$ cat src/rtl/io_pkg.sv
// Shared definitions for the CPU I/O pause responder.
// FSM state encoding and the control unit's iotype encoding.
package io_pkg;

  typedef enum logic [2:0] {
    IDLE       = 3'd0,
    RELEASE    = 3'd1,
    WAIT_PRESS = 3'd2,
    HOLD       = 3'd3,
    ACK        = 3'd4
  } io_state_t;

  localparam logic IOTYPE_IN  = 1'b0;
  localparam logic IOTYPE_OUT = 1'b1;

endpackage

$ cat src/rtl/io_debounce.sv
// Confirm-button synchroniser plus saturating debounce counter.
// Ports: clk, rst_n, btn_raw in; btn_s (synchronised), press out.
module io_debounce #(
  parameter int DB_CYCLES = 50000
) (
  input  logic clk,
  input  logic rst_n,
  input  logic btn_raw,
  output logic btn_s,
  output logic press
);

  localparam int CW = $clog2(DB_CYCLES + 1);
  localparam logic [CW-1:0] DB_MAX = CW'(DB_CYCLES);

  logic          meta;
  logic [CW-1:0] cnt;

  always_ff @(posedge clk or negedge rst_n) begin
    if (!rst_n) begin
      meta  <= 1'b0;
      btn_s <= 1'b0;
    end else begin
      meta  <= btn_raw;
      btn_s <= meta;
    end
  end

  always_ff @(posedge clk or negedge rst_n) begin
    if (!rst_n) begin
      cnt <= '0;
    end else if (!btn_s) begin
      cnt <= '0;
    end else if (cnt != DB_MAX) begin
      cnt <= cnt + 1'b1;
    end
  end

  assign press = (cnt == DB_MAX);

endmodule

$ cat src/rtl/io_responder.sv
// Peripheral side of the CPU I/O pause four-phase handshake.
// In: clk, rst_n, iopause, iotype, out_value, sw_raw, btn_raw.
// Out: switches, iostate, led_out, wait_user.
import io_pkg::*;

module io_responder #(
  parameter int DB_CYCLES    = 50000,
  parameter int OUT_AUTO_ACK = 1,
  parameter int OUT_HOLD     = 16
) (
  input  logic        clk,
  input  logic        rst_n,
  input  logic        iopause,
  input  logic        iotype,
  input  logic [15:0] out_value,
  input  logic [15:0] sw_raw,
  input  logic        btn_raw,
  output logic [15:0] switches,
  output logic        iostate,
  output logic [15:0] led_out,
  output logic        wait_user
);

  localparam int HW = (OUT_HOLD > 1) ? $clog2(OUT_HOLD) : 1;
  localparam logic [HW-1:0] HOLD_LAST = HW'(OUT_HOLD - 1);
  localparam logic AUTO = (OUT_AUTO_ACK != 0);

  io_state_t     state, next;
  logic          type_q, type_d;
  logic [HW-1:0] hold_cnt, hold_d;
  logic          led_ld, sw_ld;
  logic          btn_s, press;

  io_debounce #(
    .DB_CYCLES(DB_CYCLES)
  ) u_db (
    .clk    (clk),
    .rst_n  (rst_n),
    .btn_raw(btn_raw),
    .btn_s  (btn_s),
    .press  (press)
  );

  always_ff @(posedge clk or negedge rst_n) begin
    if (!rst_n) begin
      state     <= IDLE;
      type_q    <= IOTYPE_IN;
      hold_cnt  <= '0;
      switches  <= '0;
      led_out   <= '0;
      iostate   <= 1'b0;
      wait_user <= 1'b0;
    end else begin
      state    <= next;
      type_q   <= type_d;
      hold_cnt <= hold_d;
      if (sw_ld)  switches <= sw_raw;
      if (led_ld) led_out  <= out_value;
      // Decoded from next-state so iostate never
      // combinationally follows iopause.
      iostate   <= (next == ACK);
      wait_user <= (next == RELEASE) ||
                   (next == WAIT_PRESS);
    end
  end

  always_comb begin
    next   = state;
    type_d = type_q;
    hold_d = '0;
    led_ld = 1'b0;
    sw_ld  = 1'b0;
    unique case (state)
      IDLE: begin
        if (iopause) begin
          type_d = iotype;
          if (iotype == IOTYPE_OUT) begin
            led_ld = 1'b1;
            next   = AUTO ? HOLD : RELEASE;
          end else begin
            next = RELEASE;
          end
        end
      end
      RELEASE: begin
        // A button still held from an earlier request
        // must be let go before a new press counts.
        if (!iopause)    next = IDLE;
        else if (!btn_s) next = WAIT_PRESS;
      end
      WAIT_PRESS: begin
        if (!iopause) begin
          next = IDLE;
        end else if (press) begin
          next  = ACK;
          sw_ld = (type_q == IOTYPE_IN);
        end
      end
      HOLD: begin
        if (!iopause)                  next = IDLE;
        else if (hold_cnt == HOLD_LAST) next = ACK;
        else hold_d = hold_cnt + 1'b1;
      end
      ACK: begin
        if (!iopause) next = IDLE;
      end
      default: next = IDLE;
    endcase
  end

endmodule
$ cat config.mk
export PLATFORM = sky130hd
export DESIGN_NAME = io_responder
export DESIGN_NICKNAME = d
export VERILOG_FILES = /design/src/rtl/io_pkg.sv /design/src/rtl/io_debounce.sv /design/src/rtl/io_responder.sv
export SDC_FILE = /design/constraint.sdc
export NUM_CORES = 1
export LEC_CHECK = 0
export CORE_MARGIN = 2
export CORE_UTILIZATION = 45
export CTS_CLUSTER_SIZE = 30
export DETAILED_ROUTE_END_ITERATION = 8
export PLACE_DENSITY_LB_ADDON = 0.1
export SYNTH_ARGS = -nofsm -noshare
export SYNTH_HDL_FRONTEND = slang
export SYNTH_SLANG_ARGS = --single-unit
$ cat constraint.sdc
create_clock -name clk -period 5.59 [get_ports clk]
set_input_delay 1.118 -clock clk [delete_from_list [all_inputs] [get_ports clk]]
set_output_delay 1.118 -clock clk [all_outputs]
set_load 0.01 [all_outputs]
# Yosys cells after proc, flatten, opt, wreduce, memory -nomap -nowiden
# Index checks and enable logic that the tools add are counted.
# W data, S select, Z words.
# classes
eq_ne,11
n_addsub,2
bitwise,1
mux,21
reduce_logical,3
# ops
cell,n
$mux W16,2
$mux W3,8
$add A16 B1 Y16 const B,1
$eq A16 B16 Y1 const B,1
$ne A16 B16 Y1 const B,1
$pmux W3 S5,1
$mux W4,3
$eq A3 B2 Y1 const B,3
$eq A3 B1 Y1 const B,2
$eq A3 B3 Y1 const B,2
$mux W1,6
$add A4 B1 Y4 const B,1
$eq A4 B4 Y1 const B,1
$logic_not A3 Y1,1
$mux W2,1
$ne A2 B2 Y1 const B,1
$reduce_and A2 Y1,1
$logic_or A1 B1 Y1,1
$not A1 Y1,1
# word_totals
out_inout_bits,34
reg_bits,60
word_cells,48
inputBits,37

# Logic depth before layout (Yosys ltp)
# depth
depth_word,6
mapped_depth,7
ltp_nobuf,6

# Hierarchy
# Synthesis repeated with hierarchy kept, for this count alone.
# hier_totals
cells_unflattened,205
area_unflattened_um2,2683.8
# modules_own_cells
module,instances,seq_area_each_um2,area_each_um2,cells_each
io_responder,1,1051.0,1747.9,115
io_debounce,1,450.4,935.9,90

# Worst setup path after synthesis
# OpenSTA, ideal clock, no wires.
# synth_timing
path_kind,input port to flip-flop
from,in iopause
to,reg led_out[10]
path_slack_ns,3.189
setup_ns,0.125
t_arrival_ns,2.277
path_buffers,1
path_stages,4
t_required_ns,5.465
cell_sequence,nand2b_1 nand4b_1 clkbuf_1 mux2_2
# synth_via
elab_chain_cells,2
# synth_rtl
item,line,rtl
start: declaration,io_responder.sv:13,"input logic iopause,"
$mux W1,io_responder.sv:75,if (iopause) begin
$mux W1,io_responder.sv:73,unique case (state)
end signal: assignment,io_responder.sv:58,if (led_ld) led_out <= out_value;
end: declaration,io_responder.sv:20,"output logic [15:0] led_out,"
# No other way between the ends.
# A chain may end at the register's enable or synchronous reset.

# Worst setup path in the final report
# layout_timing
from,in iopause
to,reg led_out[12]
# The elaborated chain is that of the path after synthesis.

==> summary.txt <==
Outcome
  • Status: complete, no violations

Route
  • Met1 wire length: 2160 µm
  • Routed Antenna Nets: 0
  • Total wire length: 4990 µm
  • WL/cell: 14.1 µm
  • # DRC: 0
  • Via density: 5.18
  • Met3 wire length: between 400 and 500 µm
  • Max layer used: met4
  • Via Count: 1832
  • Metal2 WL: 2370 µm
  • Initial DRC count: 61
  • TritonRoute pass-1 iters: 4

Power and ir drop
  • Power Density: 362 nW/µm²
  • Leakage power: 1.59 nW
  • Peak supply drop: roughly 240 µV

Floorplanning
  • Core Area: 5540 µm²
  • Starting Density: a little under half
  • Die width: 80.0 µm
  • Row cnt: 27
  • I/O pins: 71
  • DIE AREA: 6390 µm²
  • Die height: ~80 µm

Logic synthesis
  • Post-synthesis cell area: 2600 µm²
  • Post-Syn Nets: 241
  • Post-synth cell types: 36
  • Yosys top cell area share: 57.8%
  • Yosys warnings: 0
  • Mapped Cells: 201
  • Post-Syn Area per Cell: between 10 and 15 µm²
  • Leading area contributor after synthesis: dfrtp_1
  • Seq/Total Area, Yosys: 57.8%
  • Synth top area cells: dfrtp_1 (58%), mux2_2 (8.7%), mux2_4 (5.8%), nor2_1 (2.2%), xnor2_1 (2.0%)
  • Synth Register Bits: 60

Timing
  • RSZ-0062 raised after global routing: no
  • Max Slew Vio Count: 0
  • F_max: 339 MHz
  • Rel. slew slack: 42.2%
  • Final setup fails: 0
  • Final Hold Viols: 0
  • Clock skew: about 0.0091 ns
  • Worst-Margin Slew: 0.862 ns
  • Final worst path period share: between 50 and 60%
  • Clock period minus final worst setup slack: 2.95 ns
  • Setup total negative slack: 0 ns

Global route
  • Initial antenna violation count: 0
  • Number of global-route vias before repair: approximately 1900
  • Largest net degree at the start of global routing: 61
  • Total global-route track usage: 17.5%
  • First-pass GRT wire length: 8530 µm
  • GRT overflow: 0

Place
  • DP Cell Count: 339
  • Final GP Congestion: 0.836
  • Dpl hpwl: 3430 µm
  • Post-DP Area: about 3400 µm²
  • Port bufs: 70

Finish
  • Share of cells above drive strength 1: 17.7%
  • Antenna cells: 0
  • Fin cells: 354
  • Nets: 318
  • Cell area after layout: 3580 µm²
  • Synth-to-layout area growth: 37.8%

Worst setup path
  • R2R Path Start: u_db.cnt[2]$_DFFE_PN0P_
  • Critical path class: in -> reg
  • Worst reg-to-reg path cell count: 4
  • Worst EP arrival: between 3 and 4 ns
  • Data required, critical path: 5.80 ns
  • Highest fanout seen on the critical path: 17
  • Critical path capture point type: flop
  • Critical Path Start Type: input port
  • Worst setup path startpoint: iopause

Clock network
  • CTS resizes: 0
  • Number of H-tree levels: 3
  • CTS max path bufs: 2
  • Clock-pin slew on the worst setup and hold paths: around 0.070 ns
  • Clock tree root buffer cell: clkbuf_8
  • TritonCTS clock tree: done
  • CTS Buf Count: 9
  • Post-CTS Repair Setup Buffers: 0
  • Clock latency on the worst-skew pair: 0.33 ns
  • Hold bufs inserted after CTS: 0
  • CTS Sinks: 60

Job
  • Max Cap Viol: 0

Min path
  • Worst hold start: u_db.meta$_DFF_PN0_
  • Min-delay worst type: reg -> reg
  • Hold depth: 0
## path summary, 6_finish.rpt
kind                                           end  slack [ns]
hold reg to reg               u_db.btn_s$_DFF_PN0_        0.36
max in group asynchronous  switches[3]$_DFFE_PN0P_        4.19
hold / removal                u_db.btn_s$_DFF_PN0_        0.36
setup / recovery           led_out[12]$_DFFE_PN0P_        2.64
setup reg to reg           switches[4]$_DFFE_PN0P_        3.27
min in group asynchronous  u_db.cnt[9]$_DFFE_PN0P_        0.93
## worst max-delay path, cell delays in order
cell and delay (ns):
clkdlybuf4s50_1 0.53, nand2b_1 0.16, nand4b_1 0.80, mux2_2 0.54
## cells in the mapped netlist
| master | count |
|---|---|
| dfrtp_1 | 60 |
| mux2_2 | 20 |
| nor2_1 | 15 |
| mux2_4 | 10 |
| nand3_1 | 10 |
| a21oi_1 | 7 |
| inv_1 | 7 |
| nand2_1 | 6 |
| xnor2_1 | 6 |
| xor2_1 | 6 |
| and3_1 | 4 |
| clkbuf_1 | 4 |
| nand4_1 | 4 |
| o31a_1 | 4 |
| ha_1 | 3 |
| nand2b_1 | 3 |
| nand4b_1 | 3 |
| nor4_1 | 3 |
| o31ai_1 | 3 |
| or4_1 | 3 |
| mux2_1 | 2 |
| nor3_1 | 2 |
| o21ai_0 | 2 |
| or3_1 | 2 |
| a31oi_1 | 1 |
| and4_1 | 1 |
| buf_6 | 1 |
| mux2i_1 | 1 |
| nand2_4 | 1 |
| nand3b_1 | 1 |
| nand4bb_1 | 1 |
| nor2b_1 | 1 |
| nor4_4 | 1 |
| nor4b_1 | 1 |
| or3b_2 | 1 |
| or4_4 | 1 |
## routing by layer
| layer | vias up | track usage (%) |
|---|---|---|
| met4 | 0 | 5.25 |
| met5 | - | 0 |
| met3 | 6 | 8.37 |
| li1 | 869 | - |
| met2 | 66 | 26.9 |
| met1 | 891 | 21.9 |
## final cells by class
class / count / area (µm²)
sequential: 60 / 1500
multi-input combinational: 129 / 1040
clock inverter: 4 / 73.8
fill: 472 / 1960
clock buffer: 11 / 141
timing repair buffer: 71 / 703
tap: 72 / 90.1
inverter: 7 / 26.3
## cells by family (layout without fill, tap and decap cells)
family          count (synthesis)  after routing  synth area share, %
buf+inv                        12             93                 2.02
xor+xnor                       12             12                 4.05
compound gates                 17             17                 4.19
mux                            33             33                 15.7
fa+ha+maj                       3              3                 1.45
flops                          60             60                 57.8
simple gates                   64             64                 14.7
## power by group
part	total (mW)	switching, mW	internal (mW)
registers	0.558	0.0475	0.511
logic	0.316	0.120	0.196
clock network	0.419	0.158	0.261
total	1.29	0.326	0.968
## registers in the layout, summed over array words and instances (netlist names)
signal      flops
switches       16
u_db.cnt       16
wait_user       1
u_db.btn_s      1
u_db.meta       1
state           3
iostate         1
led_out        16
hold_cnt        4
type_q          1
## per-stage QoR
stage          power, mW  hold slack (ns)  setup slack, ns  util (%)
2_1_floorplan      0.698            0.331             3.19         -
3_3_place_gp       0.880            0.340             2.28      60.7
3_5_place_dp       0.882            0.345             2.25      60.7
4_1_cts             1.31            0.363             2.60      64.6
5_1_grt             1.36            0.386             2.47      64.6
6_report            1.29            0.357             2.64      64.6
## placed cells by master, fill, tap and decap left out, drive strengths merged, types with 3 or more instances in the layout
| master | instances |
|---|---|
| a21oi | 7 |
| and3 | 4 |
| clkbuf | 11 |
| clkdlybuf4s50 | 69 |
| dfrtp | 60 |
| ha | 3 |
| inv | 7 |
| mux2 | 32 |
| nand2 | 7 |
| nand2b | 3 |
| nand3 | 10 |
| nand4 | 4 |
| nand4b | 3 |
| nor2 | 15 |
| nor4 | 4 |
| o31a | 4 |
| o31ai | 3 |
| or4 | 4 |
| xnor2 | 6 |
| xor2 | 6 |
No activity file was read; power rests on OpenSTA's default activity.
